<file path="src/rtl/count_tx_framer.sv">
// rtl/count_tx_framer.sv - photon-count snapshot framer for the 16-bit SPI slave tx register
//
// Snapshots the latest 32-bit photon count and, on each rising edge of
// READ_DATA, presents a 4-word frame on tx: header, count high, count low,
// XOR checksum. Advances one word per SPI_DONE strobe.
//
// Ports:
//   CLK          in   system clock, rising-edge active
//   RST_N        in   asynchronous active-low reset
//   READ_DATA    in   frame request level; rising edge starts, low aborts
//   COUNT_VALID  in   one-cycle strobe qualifying COUNT
//   COUNT[31:0]  in   photon count value
//   SPI_DONE     in   one-cycle strobe: current tx word has been shifted out
//   tx[15:0]     out  word for the next SPI transfer (0 when idle)
//   TX_READY     out  tx holds a valid frame word
//   BUSY         out  frame in progress
//   FRAME_DONE   out  one-cycle pulse after the checksum word is consumed
module count_tx_framer #(
  parameter logic [7:0] HEADER = 8'hA5
) (
  input  logic        CLK,
  input  logic        RST_N,
  input  logic        READ_DATA,
  input  logic        COUNT_VALID,
  input  logic [31:0] COUNT,
  input  logic        SPI_DONE,
  output logic [15:0] tx,
  output logic        TX_READY,
  output logic        BUSY,
  output logic        FRAME_DONE
);

  typedef enum logic [2:0] {
    S_IDLE = 3'd0,
    S_HDR  = 3'd1,
    S_HI   = 3'd2,
    S_LO   = 3'd3,
    S_CHK  = 3'd4
  } state_t;

  state_t      r_state;
  state_t      w_state_nxt;
  logic        r_rd_q;
  logic [31:0] r_snap;
  logic        r_fresh;
  logic [6:0]  r_seq;
  logic [31:0] r_cnt;
  logic [15:0] r_hdr;

  logic        w_start;
  logic        w_launch;
  logic        w_fresh_eff;
  logic [31:0] w_cnt_src;
  logic [15:0] w_hdr_word;
  logic [15:0] w_tx_nxt;
  logic        w_done_nxt;

  assign w_start = READ_DATA & ~r_rd_q;

  // A count arriving in the same cycle as the frame start is the freshest
  // value available, so it bypasses the snapshot register.
  assign w_cnt_src   = COUNT_VALID ? COUNT : r_snap;
  assign w_fresh_eff = COUNT_VALID | r_fresh;
  assign w_hdr_word  = {HEADER, r_seq, w_fresh_eff};

  always_comb begin
    w_state_nxt = r_state;
    w_tx_nxt    = tx;
    w_done_nxt  = 1'b0;
    w_launch    = 1'b0;
    if (r_state == S_IDLE) begin
      w_tx_nxt = 16'h0000;
      if (w_start) begin
        w_state_nxt = S_HDR;
        w_tx_nxt    = w_hdr_word;
        w_launch    = 1'b1;
      end
    end else if (!READ_DATA) begin
      // Abort has priority over a coincident SPI_DONE.
      w_state_nxt = S_IDLE;
      w_tx_nxt    = 16'h0000;
    end else if (SPI_DONE) begin
      case (r_state)
        S_HDR: begin
          w_state_nxt = S_HI;
          w_tx_nxt    = r_cnt[31:16];
        end
        S_HI: begin
          w_state_nxt = S_LO;
          w_tx_nxt    = r_cnt[15:0];
        end
        S_LO: begin
          w_state_nxt = S_CHK;
          w_tx_nxt    = r_hdr ^ r_cnt[31:16] ^ r_cnt[15:0];
        end
        S_CHK: begin
          w_state_nxt = S_IDLE;
          w_tx_nxt    = 16'h0000;
          w_done_nxt  = 1'b1;
        end
        default: begin
          w_state_nxt = S_IDLE;
          w_tx_nxt    = 16'h0000;
        end
      endcase
    end
  end

  always_ff @(posedge CLK or negedge RST_N) begin
    if (!RST_N) begin
      r_state    <= S_IDLE;
      r_rd_q     <= 1'b0;
      r_snap     <= 32'h0;
      r_fresh    <= 1'b0;
      r_seq      <= 7'd0;
      r_cnt      <= 32'h0;
      r_hdr      <= 16'h0;
      tx         <= 16'h0000;
      TX_READY   <= 1'b0;
      BUSY       <= 1'b0;
      FRAME_DONE <= 1'b0;
    end else begin
      r_state <= w_state_nxt;
      r_rd_q  <= READ_DATA;
      if (COUNT_VALID) begin
        r_snap <= COUNT;
      end
      // Frame start consumes freshness even if a count lands in the same
      // cycle; that count is already reported via the header's fresh bit.
      if (w_launch) begin
        r_fresh <= 1'b0;
        r_seq   <= r_seq + 7'd1;
        r_cnt   <= w_cnt_src;
        r_hdr   <= w_hdr_word;
      end else if (COUNT_VALID) begin
        r_fresh <= 1'b1;
      end
      tx         <= w_tx_nxt;
      TX_READY   <= (w_state_nxt != S_IDLE);
      BUSY       <= (w_state_nxt != S_IDLE);
      FRAME_DONE <= w_done_nxt;
    end
  end

endmodule
</file>
<file path="config.mk">
export PLATFORM = sky130hd
export DESIGN_NAME = count_tx_framer
export DESIGN_NICKNAME = d
export VERILOG_FILES = /design/src/rtl/count_tx_framer.sv
export SDC_FILE = /design/constraint.sdc
export NUM_CORES = 1
export LEC_CHECK = 0
export CORE_UTILIZATION = 30
export CTS_CLUSTER_DIAMETER = 100
export CTS_CLUSTER_SIZE = 25
export DETAILED_ROUTE_END_ITERATION = 12
export PLACE_DENSITY = 0.54
export SKIP_CTS_REPAIR_TIMING = 1
export SYNTH_ARGS = -nofsm -noshare
export SYNTH_HDL_FRONTEND = slang
export SYNTH_SLANG_ARGS = --single-unit
</file>
<file path="constraint.sdc">
create_clock -name CLK -period 2 [get_ports CLK]
set_clock_uncertainty 0.15 [all_clocks]
set_input_delay 0.5 -clock CLK [delete_from_list [all_inputs] [get_ports CLK]]
set_output_delay 0.5 -clock CLK [all_outputs]
set_load 0.005 [all_outputs]
</file>
==> flow_metrics.py, run 1 <==
metrics = {
    "clock_tree": {
        "clock_path_buffers": 2,
        "clock_sinks": 103,
        "cts_tree": "done",
        "cts_made_buffers": 9,
        "cts_root_buf": "clkbuf_16",
        "path_clk_slew_ns": 0.07,
        "clkLatencyLatePin_ns": 0.35,
        "htree_levels": 3,
    },
    "floorplanning": {
        "rows": 44,
        "io-pin-count": 56,
        "initial_utilization_pct": 31.1,
        "die_area_mm2": 0.0158,
        "die_w_um": 126,
        "core-area_mm2": 0.0148,
        "die_h_um": 126,
    },
    "pwr": {
        "leakage_nw": 2.34,
        "sw_frac_of_total_pct": 26.4,
        "seq_power_share_pct": 48.7,
        "powerDensity_mw_per_mm2": 1010,
        "vdd_drop_max_uv": 453,
        "power.switching_w": 0.00154,
        "pwr-share-comb_pct": 17.3,
        "power.total_w": 0.00584,
        "clkPwrFrac_pct": 34.0,
        "p_int_w": 0.00430,
    },
    "detailed_routing": {
        "vias": 3123,
        "drtIter0Drc": 128,
        "ant_nets": 0,
        "route.detailed.drc": 6,
        "wl_um": 9980,
        "drt-vias-per-instance": 4.97,
        "avgRoutedWirePerCell_um": 15.9,
        "first_pass_iters": 8,
    },
    "timing": {
        "timing.slew.headroom_pct": 77.5,
        "rsz0062_at_grt": "true",
        "worstMarginPinSlew_ns": 0.338,
        "period_share_pct": 96.0,
        "drv_slew": 0,
        "finalSetupViolations": 0,
        "max_freq_ghz": 0.521,
        "min_period_ns": 1.92,
        "timing_hold_violations_final": 0,
        "hold-worst-slack_ns": 0.345,
    },
    "synth": {
        "synth_flop_cell": "dfrtp_1",
        "synth-seq-area-share_pct": 56.2,
        "synth_cell_types": 34,
        "synth_edf_count": 0,
        "synthesis.area_mm2": 0.00459,
        "avgSynthCellArea_um2": 12.0,
        "synthCells": 382,
        "synth.net_count": 420,
        "yosys_warnings": 0,
        "ys_seq_elements": 103,
        "async_flop_share_pct": 100,
    },
    "layout": {
        "design_area_mm2": 0.00580,
        "antenna_cells": 0,
        "synthToLayoutAreaGrowth_pct": 26.5,
        "final_nets": 478,
        "fillCellCount": 1407,
        "drive_above_1_share_pct": 25.8,
    },
    "place": {
        "placed_area_mm2": 0.00545,
        "dp_hpwl_um": 6470,
        "numPortBuffers": 55,
        "gp_congestion": 0.741,
    },
    "job": {
        "cap_violations": 0,
    },
    "critical_path": {
        "worstRegToRegCells": 5,
        "crit_type": "primary input to flip-flop",
        "endpoint_kind": "flip-flop",
        "cp-start-kind": "primary input",
        "r2r_slack_ns": 0.18,
        "r2r-start": "r_state[1]",
        "cp.arrival_ns": 2.00,
        "r2r_end": "BUSY",
        "crit_fanout": 14,
        "cp.required_ns": 2.08,
    },
    "global_route": {
        "grt_use_total_pct": 13.8,
        "grt_pass1_vias": 3293,
        "grt_max_degree": 63,
        "grt_pass1_wl_um": 17100,
        "grt.overflow.total": 0,
        "antenna_found_initial": 0,
    },
    "hold_path": {
        "hold_end": "r_fresh",
        "holdPathStages": 2,
        "hp-class": "flip-flop to flip-flop",
        "min-delay-start": "r_fresh",
    },
    "run_status": {
        "status": "finished, violations left",
        "violations": "DRC",
    },
}
## kinds of logic after synthesis
kind of cell,after synthesis,share of synthesized area [%]
flops,103,56.2
simple gates,83,9.90
compound gates,82,10.6
mux,73,17.9
buf+inv,30,3.33
xor+xnor,10,1.91
fa+ha+maj,1,0.273
## layout by cell type, fill, tap and decap left out, types with 2 or more instances in the layout
master           instances
mux2i_1                  2
clkdlybuf4s50_1         53
nand2b_1                 3
o21ai_1                 10
bufinv_16                3
mux2_2                  71
a311oi_1                 8
nand2_1                 36
xnor2_1                  9
buf_12                   8
a22oi_1                  7
clkbuf_16                9
buf_4                    7
o21ai_0                 32
o211a_1                  4
or3b_2                   6
nor3_2                   2
dfrtp_1                102
nand4_1                  4
nor3b_1                  4
nor2_1                   3
buf_6                    2
and3_1                   9
or3_1                    2
nand3_1                 10
clkinv_2                 2
a21oi_1                 19
inv_1                    5
## cells in the mapped netlist (all sizes together) (5+ instances only)
cell type | count | share of area, %
dfrtp | 103 | 56
mux2 | 71 | 17
o21ai | 42 | 4.6
nand2 | 36 | 2.9
a21oi | 19 | 2.1
buf | 16 | 2.2
nand3 | 10 | 1.1
and3 | 9 | 1.2
clkbuf | 9 | 0.74
xnor2 | 9 | 1.7
a311oi | 8 | 1.5
a22oi | 7 | 1.1
or3b | 6 | 1.1
inv | 5 | 0.41
## how the worst max path moves through the flow
stage | start | end | slack (ns) | depth (start not counted)
6_report | READ_DATA | r_cnt[8] | 0.08 | 6
5_1_grt | READ_DATA | r_cnt[8] | -0.003 | 6
4_1_cts | READ_DATA | r_cnt[25] | 0.03 | 5
3_3_place_gp | READ_DATA | r_cnt[9] | -0.31 | 5
2_1_floorplan | COUNT_VALID | r_cnt[25] | 0.05 | 4
3_5_place_dp | READ_DATA | r_hdr[6] | -0.35 | 5
## critical path, cell delays in order
cell             delay [ns]
clkdlybuf4s50_1        0.52
nand2b_1               0.12
nor4_4                 0.20
buf_6                  0.18
buf_12                 0.14
mux2_2                 0.33
## layout make-up
| type | instances | area, um^2 | share of cell area [%] |
|---|---|---|---|
| inverters | 5 | 18.8 | 0.323 |
| multi-input cells | 249 | 1860 | 32.0 |
| flip-flops and latches | 103 | 2580 | 44.4 |
| clock buffers | 10 | 229 | 3.94 |
| clock inverters | 6 | 109 | 1.88 |
| repair buffers | 72 | 781 | 13.5 |
| well taps | 184 | 230 | 3.97 |
## metrics by stage
step                std cells  TNS (ns)  worst slack (ns)  util (%)
floorplan                 382         0            0.0511         -
global placement          612    -13.88            -0.314      36.9
detailed placement        612    -15.60            -0.345      36.9
CTS                       628         0            0.0306      39.2
global route              629  -0.00615          -0.00344      39.3
finish                    629         0            0.0797      39.3
## state kept, by name (all words and copies together) (netlist names)
| name | flops |
|---|---|
| r_hdr | 9 |
| r_snap | 32 |
| BUSY | 1 |
| r_state | 3 |
| tx | 16 |
| r_rd_q | 1 |
| FRAME_DONE | 1 |
| r_cnt | 32 |
| r_seq | 7 |
| r_fresh | 1 |
## power by group through the flow
stage	sequential (W)	clock, W	combinational, W
global route	0.00292	0.00213	0.00113
CTS	0.00284	0.00206	0.00102
detailed placement	0.00288	0	0.00102
finish	0.00285	0.00199	0.00101
floorplan	0.00277	0	0.000672
global placement	0.00286	0	0.000977
## per-layer routing
layer / share of wire [%] / global-route usage [%] / vias up
li1: - / - / 1481
met1: 48 / 18.2 / 1579
met2: 48 / 22.3 / 56
met3: 3.5 / 3.36 / 7
met4: 0.82 / 4.38 / 0
met5: 0 / 0 / -
(Power assumes the default switching activity.)
==> run 2: changes to the inputs <==
- CORE_UTILIZATION: 30 -> 45
- DONT_BUFFER_PORTS: default -> 1
- GPL_ROUTABILITY_DRIVEN: default -> 0
- PLACE_DENSITY: 0.54 -> 0.66
==> flow_metrics.py, run 2 (same netlist as run 1, synthesis figures left out) <==
metrics = {
    "layout": {
        "reg.largest.list": "r_cnt x32, r_snap x32, tx x16",
        "fillCellCount": 923,
        "final_nets": 416,
        "multi_input_area_mm2": 0.00186,
        "drive_above_1_share_pct": 27.4,
        "layout_commonest_cell": "dfrtp_1",
        "synthToLayoutAreaGrowth_pct": 7.17,
        "final_cells": 517,
        "final_cell_mix": "dfrtp_1, mux2_2, nand2_1, o21ai_0, a21oi_1",
        "regArea_mm2": 0.00258,
    },
    "critical_path": {
        "cp-start-kind": "flip-flop",
        "cp.required_ns": 2.14,
        "worstRegToRegCells": 5,
        "endpoint_kind": "flip-flop",
        "r2r_slack_ns": 0.13,
        "crit_type": "flip-flop to flip-flop",
        "cp.arrival_ns": 2.01,
        "r2r-start": "r_state[0]",
        "crit_fanout": 28,
        "r2r_end": "tx[7]",
    },
    "global_route": {
        "grt_pass1_wl_um": 14600,
        "antenna_found_initial": 0,
        "grt_pass1_vias": 2911,
        "grt_max_degree": 104,
        "grt.overflow.total": 0,
        "grt_use_total_pct": 18.1,
    },
    "detailed_routing": {
        "wl_um": 8790,
        "ant_nets": 0,
        "route.detailed.drc": 0,
        "vias": 2907,
        "first_pass_iters": 4,
        "drt-vias-per-instance": 5.62,
        "drtIter0Drc": 111,
        "avgRoutedWirePerCell_um": 17.0,
    },
    "floorplanning": {
        "core-area_mm2": 0.00982,
        "rows": 36,
        "io-pin-count": 56,
        "initial_utilization_pct": 46.7,
        "die_area_mm2": 0.0106,
        "die_w_um": 103,
        "die_h_um": 103,
    },
    "place": {
        "place_ws_ns": 0.139,
        "dp_hpwl_um": 5670,
        "numPortBuffers": 0,
        "dp.cells": 499,
    },
    "timing": {
        "timing.slew.headroom_pct": 80.2,
        "period_share_pct": 93.7,
        "min_period_ns": 1.87,
        "rsz0062_at_grt": "false",
        "timing_hold_violations_final": 103,
        "finalSetupViolations": 0,
        "drv_slew": 0,
        "worst_slack_ns": 0.126,
        "setup-tns-final_ns": 0,
        "hold-worst-slack_ns": -0.328,
        "worstMarginPinSlew_ns": 0.295,
        "max_freq_ghz": 0.534,
    },
    "clock_tree": {
        "clock_path_buffers": 2,
        "cts_root_buf": "clkbuf_8",
        "clkLatencyLatePin_ns": 0.37,
        "cts_made_buffers": 9,
        "cts_tree": "done",
        "clock_sinks": 103,
        "htree_levels": 3,
        "path_clk_slew_ns": 0.09,
    },
    "run_status": {
        "status": "finished, violations left",
        "violations": "hold timing",
    },
    "pwr": {
        "leakage_nw": 2.00,
        "vdd_drop_max_uv": 426,
        "powerDensity_mw_per_mm2": 1010,
    },
    "job": {
        "cap_violations": 0,
    },
    "hold_path": {
        "hp-class": "primary input to asynchronous set/reset pin",
    },
}
==> run 2: power by group <==
part	total [W]	internal, W	switching (W)
Sequential	0.00285	0.00247	0.000382
Combinational	0.000756	0.000448	0.000307
Clock	0.00133	0.000602	0.000732
Total	0.00494	0.00352	0.00142
==> run 2: critical path, stage by stage (launching register included) <==
cell      delay, ns
dfrtp_1        0.51
buf_4          0.33
or3b_2         0.47
a21oi_1        0.14
a311oi_1       0.06
o21ai_1        0.13
==> run 2: metrics by stage <==
step	utilization [%]	instance area, um^2	total power [W]
6_report	50.1	4920	0.00494
5_1_grt	50.1	4910	0.00523
4_1_cts	49.9	4900	0.00500
3_5_place_dp	47.9	4700	0.00366
3_3_place_gp	47.9	4700	0.00358
2_1_floorplan	-	4590	0.00344
==> run 2: worst max path at each step <==
stage / startpoint / endpoint / slack [ns] / cells after the start
after floorplan: COUNT_VALID / r_cnt[25] / 0.05 / 4
after global placement: r_state[0] / tx[7] / 0.19 / 5
after detailed placement: r_state[0] / tx[7] / 0.14 / 5
after CTS: r_state[0] / tx[7] / 0.12 / 5
after global routing: r_state[0] / tx[7] / 0.01 / 5
final: r_state[0] / tx[7] / 0.13 / 5
==> run 2: routing by layer <==
layer	global-route usage [%]	part of all wire, %	vias up	wire (um)
li1	-	-	1353	-
met1	23.2	44	1479	3900
met2	30.0	49	64	4300
met3	5.29	5.5	11	483
met4	5.09	1.2	0	108
met5	0	0	-	0
==> run 2: layout make-up <==
| cell class | count | area share, % |
|---|---|---|
| diodes | 1 | 0.0509 |
| clock buffers | 10 | 2.60 |
| clock inverters | 6 | 1.55 |
| inverters | 5 | 0.382 |
| multi-input cells | 249 | 37.8 |
| flip-flops and latches | 103 | 52.4 |
| well taps | 133 | 3.38 |
| repair buffers | 10 | 1.83 |
==> run 3: changes to the inputs <==
- CORE_MARGIN: default -> 2
==> flow_metrics.py, run 3 (same netlist as run 1, synthesis figures left out) <==
metrics = {
    "timing": {
        "setup-tns-final_ns": 0,
        "finalSetupViolations": 0,
        "timing.slew.headroom_pct": 77.6,
        "worst_slack_ns": 0.115,
        "period_share_pct": 94.2,
        "drv_slew": 0,
        "worstMarginPinSlew_ns": 0.336,
        "timing_hold_violations_final": 103,
        "max_freq_ghz": 0.531,
        "min_period_ns": 1.88,
        "rsz0062_at_grt": "false",
        "hold-worst-slack_ns": -0.326,
    },
    "pwr": {
        "sw_frac_of_total_pct": 27.7,
        "power.total_w": 0.00499,
        "vdd_drop_max_uv": 509,
        "pwr-share-comb_pct": 15.1,
        "seq_power_share_pct": 57.3,
        "leakage_nw": 2.01,
        "p_int_w": 0.00361,
        "power.switching_w": 0.00138,
        "clkPwrFrac_pct": 27.6,
        "powerDensity_mw_per_mm2": 1010,
    },
    "floorplanning": {
        "die_w_um": 105,
        "die_area_mm2": 0.0110,
        "die_h_um": 105,
        "rows": 36,
        "core-area_mm2": 0.00982,
        "io-pin-count": 56,
        "initial_utilization_pct": 46.7,
    },
    "critical_path": {
        "crit_fanout": 63,
        "r2r_slack_ns": 0.12,
        "r2r-start": "r_state[2]",
        "endpoint": "r_cnt[2]",
        "endpoint_kind": "flip-flop",
        "crit_type": "flip-flop to flip-flop",
        "cpMaxStageDelayCell": "dfrtp_1",
        "worstRegToRegCells": 4,
        "cp.required_ns": 2.10,
        "cp_cell_sequence": "nand2b_1 -> nor4_4 -> buf_12 -> mux2_2",
        "critPathLaunch": "r_state[2]",
        "r2r_end": "r_cnt[2]",
        "cpPeakStageDelay_ns": 0.45,
        "cp-start-kind": "flip-flop",
        "cp.arrival_ns": 1.98,
    },
    "detailed_routing": {
        "first_pass_iters": 4,
        "drt-vias-per-instance": 5.72,
        "route.detailed.drc": 0,
        "wl_um": 8790,
        "drtIter0Drc": 148,
        "avgRoutedWirePerCell_um": 17.0,
        "vias": 2957,
        "ant_nets": 0,
    },
    "clock_tree": {
        "clock_path_buffers": 2,
        "cts_made_buffers": 9,
        "clock_sinks": 103,
        "cts_root_buf": "clkbuf_8",
        "path_clk_slew_ns": 0.09,
        "htree_levels": 3,
        "clkLatencyLatePin_ns": 0.36,
        "cts_tree": "done",
    },
    "layout": {
        "final_cell_mix": "dfrtp_1, mux2_2, nand2_1, o21ai_0, a21oi_1",
        "reg.largest.list": "r_cnt x32, r_snap x32, tx x16",
        "drive_above_1_share_pct": 27.7,
        "utilization_pct": 50.2,
        "layout_commonest_cell": "dfrtp_1",
        "synthToLayoutAreaGrowth_pct": 7.47,
        "final_nets": 416,
    },
    "run_status": {
        "status": "finished, violations left",
        "violations": "hold timing",
    },
    "global_route": {
        "antenna_found_initial": 1,
        "grt_max_degree": 104,
        "grt_pass1_wl_um": 15100,
        "grt.overflow.total": 0,
        "grt_use_total_pct": 17.2,
        "grt_pass1_vias": 2986,
    },
    "place": {
        "numPortBuffers": 0,
        "place_ws_ns": 0.157,
        "dp_hpwl_um": 5580,
    },
    "job": {
        "cap_violations": 0,
    },
    "hold_path": {
        "hp-class": "primary input to asynchronous set/reset pin",
    },
}
run 3: changes by cell type in the layout (fill, tap and decap cells not counted), sizes merged:
cell / delta
clkinv: +1
inv: -3
clkbuf: +2
run 3: worst min path at each step:
stage                     startpoint        end  cells past startpoint
after floorplan                RST_N       BUSY                      0
after global placement         RST_N  r_snap[4]                      0
after detailed placement       RST_N  r_cnt[20]                      0
after CTS                      RST_N  r_cnt[14]                      0
after global routing           RST_N      tx[0]                      0
final                          RST_N  r_cnt[20]                      0
run 3: cell type report:
| cell class | count | area [um^2] |
|---|---|---|
| inverters | 5 | 18.8 |
| repair buffers | 10 | 90.1 |
| well taps | 133 | 166 |
| clock inverters | 4 | 52.6 |
| fillers | 905 | 4890 |
| clock buffers | 12 | 165 |
| diodes | 1 | 2.50 |
| multi-input cells | 249 | 1860 |
| flip-flops and latches | 103 | 2580 |
run 3: power groups by stage:
stage          combinational [W]  clock (W)  sequential [W]
2_1_floorplan           0.000672          0         0.00277
3_3_place_gp            0.000719          0         0.00286
3_5_place_dp            0.000758          0         0.00289
4_1_cts                 0.000761    0.00143         0.00285
5_1_grt                 0.000851    0.00153         0.00293
6_report                0.000755    0.00138         0.00286
run 3: metal layers:
layer  share of wire, %  wire length [um]  vias to the layer above  track usage, %
met5                  0                 0                        -               0
met3                6.5               571                        6            6.74
met1                 44              3860                     1519            22.4
met4               0.80                70                        0            3.62
li1                   -                 -                     1357               -
met2                 49              4290                       75            27.4
run 3: stage by stage:
step,std cells,area [um^2]
2_1_floorplan,382,4590
3_3_place_gp,499,4700
3_5_place_dp,499,4700
4_1_cts,515,4920
5_1_grt,516,4930
6_report,517,4930
run 3: worst max-delay path: cells and delay by family, from the launching register on:
family / cells / cell delay, ns
flops: 1 / 0.45
simple gates: 2 / 0.41
mux: 1 / 0.38
buf+inv: 1 / 0.31
